[config.mk]
export PLATFORM = sky130hd
export DESIGN_NAME = spmdv_result_collector
export DESIGN_NICKNAME = d
export VERILOG_FILES = /design/src/rtl/spmdv_result_collector.sv
export SDC_FILE = /design/constraint.sdc
export NUM_CORES = 1
export LEC_CHECK = 0
export CORE_UTILIZATION = 25
export DETAILED_ROUTE_END_ITERATION = 12
export DONT_BUFFER_PORTS = 1
export GPL_TIMING_DRIVEN = 0
export PLACE_DENSITY_LB_ADDON = 0.3
export SLEW_MARGIN = 20
export SYNTH_ARGS = -nofsm -noshare
export SYNTH_HDL_FRONTEND = slang
export SYNTH_SLANG_ARGS = --single-unit
[constraint.sdc]
create_clock -name clk -period 3.17 [get_ports clk]
set_input_delay 0.317 -clock clk [delete_from_list [all_inputs] [get_ports clk]]
set_output_delay 0.317 -clock clk [all_outputs]
set_load 0.05 [all_outputs]
[src/rtl/spmdv_result_collector.sv]
// spmdv_result_collector: requantizes SpMDV row results into an 8-bit output FIFO
// and tracks the per-token argmax over 16 tokens of 256 rows each.
`timescale 1ns/1ps
`default_nettype none

module spmdv_result_collector #(
  parameter int SHIFT = 8,
  parameter int DEPTH = 16
) (
  input  logic        clk,
  input  logic        rst,
  input  logic [21:0] i_result,
  input  logic        i_valid,
  input  logic        o_ready,
  output logic [7:0]  o_data,
  output logic        o_valid,
  output logic        o_last,
  output logic        argmax_valid,
  output logic [7:0]  argmax_idx,
  output logic [21:0] argmax_val,
  output logic [3:0]  token_idx,
  output logic        all_done,
  output logic        overflow
);

  localparam int          AW       = $clog2(DEPTH);
  localparam logic [AW:0] FULL_CNT = (AW+1)'(DEPTH);
  localparam logic [22:0] RND      = 23'(1) << (SHIFT - 1);

  typedef enum logic [0:0] {
    COLLECT = 1'b0,
    DONE    = 1'b1
  } state_t;

  state_t        state_q, state_d;

  logic [8:0]    mem_q [DEPTH];
  logic [AW-1:0] wr_ptr_q, rd_ptr_q;
  logic [AW:0]   count_q;
  logic [7:0]    row_cnt_q;
  logic [21:0]   run_max_q;
  logic [7:0]    run_idx_q;
  logic          argmax_valid_q;
  logic [7:0]    argmax_idx_q;
  logic [21:0]   argmax_val_q;
  logic [3:0]    token_idx_q;
  logic          overflow_q;

  logic [22:0]   sum;
  logic [22:0]   shifted;
  logic [7:0]    q_val;
  logic          accept, pop, push, drop, full, last_row, take_new;

  // Requantize with round-half-up, then clamp to the 8-bit range.
  assign sum     = {1'b0, i_result} + RND;
  assign shifted = sum >> SHIFT;
  assign q_val   = (shifted > 23'd255) ? 8'hFF : shifted[7:0];

  assign accept   = i_valid && (state_q == COLLECT);
  assign full     = (count_q == FULL_CNT);
  assign pop      = o_valid && o_ready;
  assign push     = accept && (!full || pop);
  assign drop     = accept && full && !pop;
  assign last_row = (row_cnt_q == 8'hFF);
  assign take_new = (row_cnt_q == 8'd0) || (i_result > run_max_q);

  always_comb begin
    state_d = state_q;
    case (state_q)
      COLLECT: if (accept && last_row && token_idx_q == 4'd15) state_d = DONE;
      DONE:    state_d = DONE;
      default: state_d = COLLECT;
    endcase
  end

  always_ff @(posedge clk or negedge rst) begin
    if (!rst) begin
      state_q        <= COLLECT;
      wr_ptr_q       <= '0;
      rd_ptr_q       <= '0;
      count_q        <= '0;
      row_cnt_q      <= '0;
      run_max_q      <= '0;
      run_idx_q      <= '0;
      argmax_valid_q <= 1'b0;
      argmax_idx_q   <= '0;
      argmax_val_q   <= '0;
      token_idx_q    <= '0;
      overflow_q     <= 1'b0;
    end else begin
      state_q        <= state_d;
      argmax_valid_q <= 1'b0;
      if (push) wr_ptr_q <= wr_ptr_q + 1'b1;
      if (pop)  rd_ptr_q <= rd_ptr_q + 1'b1;
      if (push && !pop)      count_q <= count_q + 1'b1;
      else if (pop && !push) count_q <= count_q - 1'b1;
      if (drop) overflow_q <= 1'b1;
      if (accept) begin
        row_cnt_q <= row_cnt_q + 8'd1;
        if (take_new) begin
          run_max_q <= i_result;
          run_idx_q <= row_cnt_q;
        end
        // The final row may itself be the maximum, so fold it in directly.
        if (last_row) begin
          argmax_valid_q <= 1'b1;
          argmax_val_q   <= take_new ? i_result  : run_max_q;
          argmax_idx_q   <= take_new ? row_cnt_q : run_idx_q;
          if (token_idx_q != 4'd15) token_idx_q <= token_idx_q + 4'd1;
        end
      end
    end
  end

  always_ff @(posedge clk) begin
    if (push) mem_q[wr_ptr_q] <= {q_val, last_row};
  end

  assign o_valid      = (count_q != '0);
  assign o_data       = o_valid ? mem_q[rd_ptr_q][8:1] : 8'd0;
  assign o_last       = o_valid & mem_q[rd_ptr_q][0];
  assign argmax_valid = argmax_valid_q;
  assign argmax_idx   = argmax_idx_q;
  assign argmax_val   = argmax_val_q;
  assign token_idx    = token_idx_q;
  assign all_done     = (state_q == DONE);
  assign overflow     = overflow_q;

endmodule

`default_nettype wire

==> results.sh, run 1 <==
export IMPL_slew_limit_headroom=0.298
export IMPL_coreArea_um2=41100
export IMPL_start_kind="flop"
export IMPL_cts_buffers=25
export IMPL_cp_max_fo=10
export IMPL_worstPathArrival_ns=2.72
export IMPL_fp_dieW_um=207
export IMPL_grt_busiest_layer="met2"
export IMPL_drtIter0Drc=362
export IMPL_synth_cells=708
export IMPL_setup_slack_ns=0.129
export IMPL_avgSynthCellArea_um2=14.8
export IMPL_drtAntennaViolNets=0
export IMPL_dr_pass1_iters=9
export IMPL_routabilityCongestion=0.752
export IMPL_ios=73
export IMPL_dpl_instance_area_um2=11200
export IMPL_finalWirelength_mm=26.5
export IMPL_post_route_min_period_ns=3.04
export IMPL_met3_usage=0.0326
export IMPL_place_inst=1240
export IMPL_hold_viol=0
export IMPL_clk_latency_ns=0.55
export IMPL_instances_no_fill=1308
export IMPL_drv_cap=0
export IMPL_tightest_slew_ns=1.05
export IMPL_grt_max_degree=89
export IMPL_p_per_area_nw_per_um2=901
export IMPL_violations="design-rule violations"
export IMPL_crit_top_cell="mux4_2"
export IMPL_p_leak_uw=0.00453
export IMPL_track_usage=0.126
export IMPL_dp_hpwl_mm=17.5
export IMPL_cts_tree="yes"
export IMPL_slowest_stage="mux4_2"
export IMPL_overflow=0
export IMPL_drive_gt1_frac=0.196
export IMPL_antenna_found_initial=0
export IMPL_htree_levels=1
export IMPL_post_drt_via_cell_ratio=4.66
export IMPL_yosysWarnings=0
export IMPL_synth_nets=770
export IMPL_row_count=74
export IMPL_peakVddDrop_mv=0.635
export IMPL_end_kind="primary output"
export IMPL_pre_cts_ws_ns=-0.0725
export IMPL_worstSetupPathType="flop to primary output"
export IMPL_cts_root_buffer="clkbuf_16"
export IMPL_cp_required_ns=2.85
export IMPL_drc_errors=3
export IMPL_synth_top_flop_cell="edfxtp_1"
export IMPL_fmax_mhz=329
export IMPL_dr_total_vias=6090
export IMPL_portBuffers=0
export IMPL_ys_seq_area_frac=0.621
export IMPL_post_route_period_util=0.959
export IMPL_ctsLongestPathBuffers=3
export IMPL_max_stage_delay_ns=0.57
export IMPL_yosysUniqueCellTypes=56
export IMPL_ys_seq_elements=232
export IMPL_worst_clock_skew_ns=0.00796
export IMPL_synthArstFlopShare=0.379
export IMPL_outcome="complete, but fails checks"
export IMPL_wire_per_inst_um=20.3
export IMPL_hold_ws_ns=0.118
export IMPL_stdcell_area_um2=12300
export IMPL_final_nets=821
export IMPL_grt_met1_usage=0.172
export IMPL_die_h_um=207
export IMPL_setup_violations_final=0
export IMPL_first_global_vias=6473
export IMPL_num_antenna_cells=0
export IMPL_hold_path_class="input port to flop"
export IMPL_cp_cell_sequence="buf_6 -> buf_8 -> mux4_2 -> mux4_2 -> and2_2"
export IMPL_syn2layout_area_growth_pct=16.9
export IMPL_netlist_area_um2=10500
export IMPL_numClockSinks=232
export IMPL_start_util=0.256
export IMPL_slew_viol_final=0
export IMPL_final_core_util=0.299
export IMPL_synth_edf_count=144
export IMPL_die_area_um2=42900
export IMPL_grt_pass1_wl_mm=41.2
export IMPL_clkTransAtPathRegs_ns=0.06
export IMPL_met2_usage=0.196
## per-layer routing
layer	share of wire	up-vias
met3	0.065	37
li1	-	2748
met4	0.023	0
met5	0	-
met2	0.45	157
met1	0.46	3148
## worst paths after layout
kind                                   from      endpoint  slack [ns]  depth (start not counted)
worst max-delay path            rd_ptr_q[0]     o_data[0]        0.13                          5
worst min-delay path                o_ready   rd_ptr_q[1]        0.12                          3
worst max register to register     all_done    count_q[4]        0.24                         11
worst min register to register   count_q[4]    count_q[4]        0.49                          1
max in group asynchronous               rst  run_idx_q[1]        2.40                          2
min in group asynchronous               rst    count_q[2]        0.38                          2
## worst max-delay path: cells and delay by family (launching register included)
family        cells  cell delay [ns]
mux               2             1.07
buf+inv           2             0.40
flops             1             0.38
simple gates      1             0.31
## placed cells by master, fill, tap and decap left out, types with 3 or more instances in the layout
cell type      synthesis  layout
nand2_1               57      57
a31oi_1               16      16
nor3_1                 5       5
dlygate4sd3_1          0      23
a21oi_1               32      32
nand2b_1               3       3
o21ai_0               14      14
clkbuf_1              15      17
nand3_1               10      10
nor2_1                28      28
edfxtp_1             144     144
mux2_4                28      28
buf_4                  5       5
dfrtp_1               88      88
clkinv_2               0       4
clkbuf_16              0      25
xnor2_1               18      18
ha_1                  35      35
mux4_2                45      45
o21ai_1                8       7
and2_2                 0       7
clkbuf_4               0       3
buf_2                  8       7
buf_12                 3       3
nand4_1                9       9
buf_1                  4       4
a21o_1                 4       4
o211ai_1              24      24
and2_1                29      22
xor2_1                 7       7
inv_1                 35      35
and3_1                 4       4
## flip-flops by register name, summed over array words and instances (netlist names)
signal,flops
count_q,5
mem_q,144
row_cnt_q,8
all_done,1
token_idx,4
run_max_q,22
argmax_val,22
wr_ptr_q,4
argmax_valid,1
run_idx_q,8
argmax_idx,8
rd_ptr_q,4
overflow,1
## cell usage after synthesis, types with 2 or more instances
cell / count / share of area
a21o_1: 4 / 0.0029
or3_1: 2 / 0.0012
edfxtp_1: 144 / 0.41
inv_1: 35 / 0.013
mux4_2: 45 / 0.096
buf_4: 5 / 0.0036
xnor2_1: 18 / 0.015
a31oi_1: 16 / 0.0095
nor2_1: 28 / 0.010
nand2_1: 57 / 0.020
xor2_1: 7 / 0.0058
ha_1: 35 / 0.042
nand4_1: 9 / 0.0054
nand3_1: 10 / 0.0048
clkbuf_1: 15 / 0.0054
buf_1: 4 / 0.0014
and3_1: 4 / 0.0024
o21ai_1: 8 / 0.0038
nor3_1: 5 / 0.0024
buf_2: 8 / 0.0038
dfrtp_1: 88 / 0.21
mux2_4: 28 / 0.040
buf_12: 3 / 0.0057
a21oi_1: 32 / 0.015
o21ai_0: 14 / 0.0067
nand2b_1: 3 / 0.0018
o211ai_1: 24 / 0.017
and2_1: 29 / 0.017
## per-stage QoR
| stage | TNS (ns) | total power, uW |
|---|---|---|
| 6_report | 0 | 11100 |
| 4_1_cts | -0.00350 | 11200 |
| 3_3_place_gp | -0.141 | 8130 |
| 5_1_grt | -0.00289 | 11700 |
| 3_5_place_dp | -0.0725 | 8160 |
| 2_1_floorplan | 0 | 7240 |
## report_power, final
group | total (uW) | internal [uW] | leakage, uW | switching, uW
combinational | 3850 | 1700 | 0.00181 | 2150
sequential | 4330 | 3740 | 0.00233 | 587
clock | 2880 | 1670 | 0.000389 | 1210
total | 11100 | 7110 | 0.00453 | 3960
## cell families after synthesis
kind of cell	count (synthesis)	share of synthesized area
compound gates	108	0.0667
fa+ha+maj	36	0.0436
simple gates	159	0.0752
buf+inv	72	0.0332
xor+xnor	25	0.0208
mux	76	0.140
flops	232	0.621
## cell type report
cell class	count	area (um^2)
Clock buffer	35	683
Tap cell	532	666
Multi-Input combinational cell	404	3660
Timing Repair Buffer	25	265
Sequential cell	232	6530
Buffer	35	244
Inverter	36	135
Clock inverter	9	108
Fill cell	4155	28800
## repair_timing
action / 4_1_cts / 5_1_grt
cloned: 0 / 0
pin swaps: 0 / 0
setup endpoints to repair: 10 / 28
buffers inserted: 0 / 1
endpoints found under the hold margin: 132 / 0
resized for setup: 14 / 12
hold buffers: 24 / 0
No activity file was read; power rests on OpenSTA's default activity.
==> run 2, diff against run 1 <==
--- a/config.mk
+++ b/config.mk
@@ -5,6 +5,7 @@
 export SDC_FILE = /design/constraint.sdc
 export NUM_CORES = 1
 export LEC_CHECK = 0
+export ABC_CLOCK_PERIOD_IN_PS = 3170
 export CORE_UTILIZATION = 25
 export DETAILED_ROUTE_END_ITERATION = 12
 export DONT_BUFFER_PORTS = 1
==> results of run 2 <==
No change in the layout: final DEF, timing and power equal those of run 1.
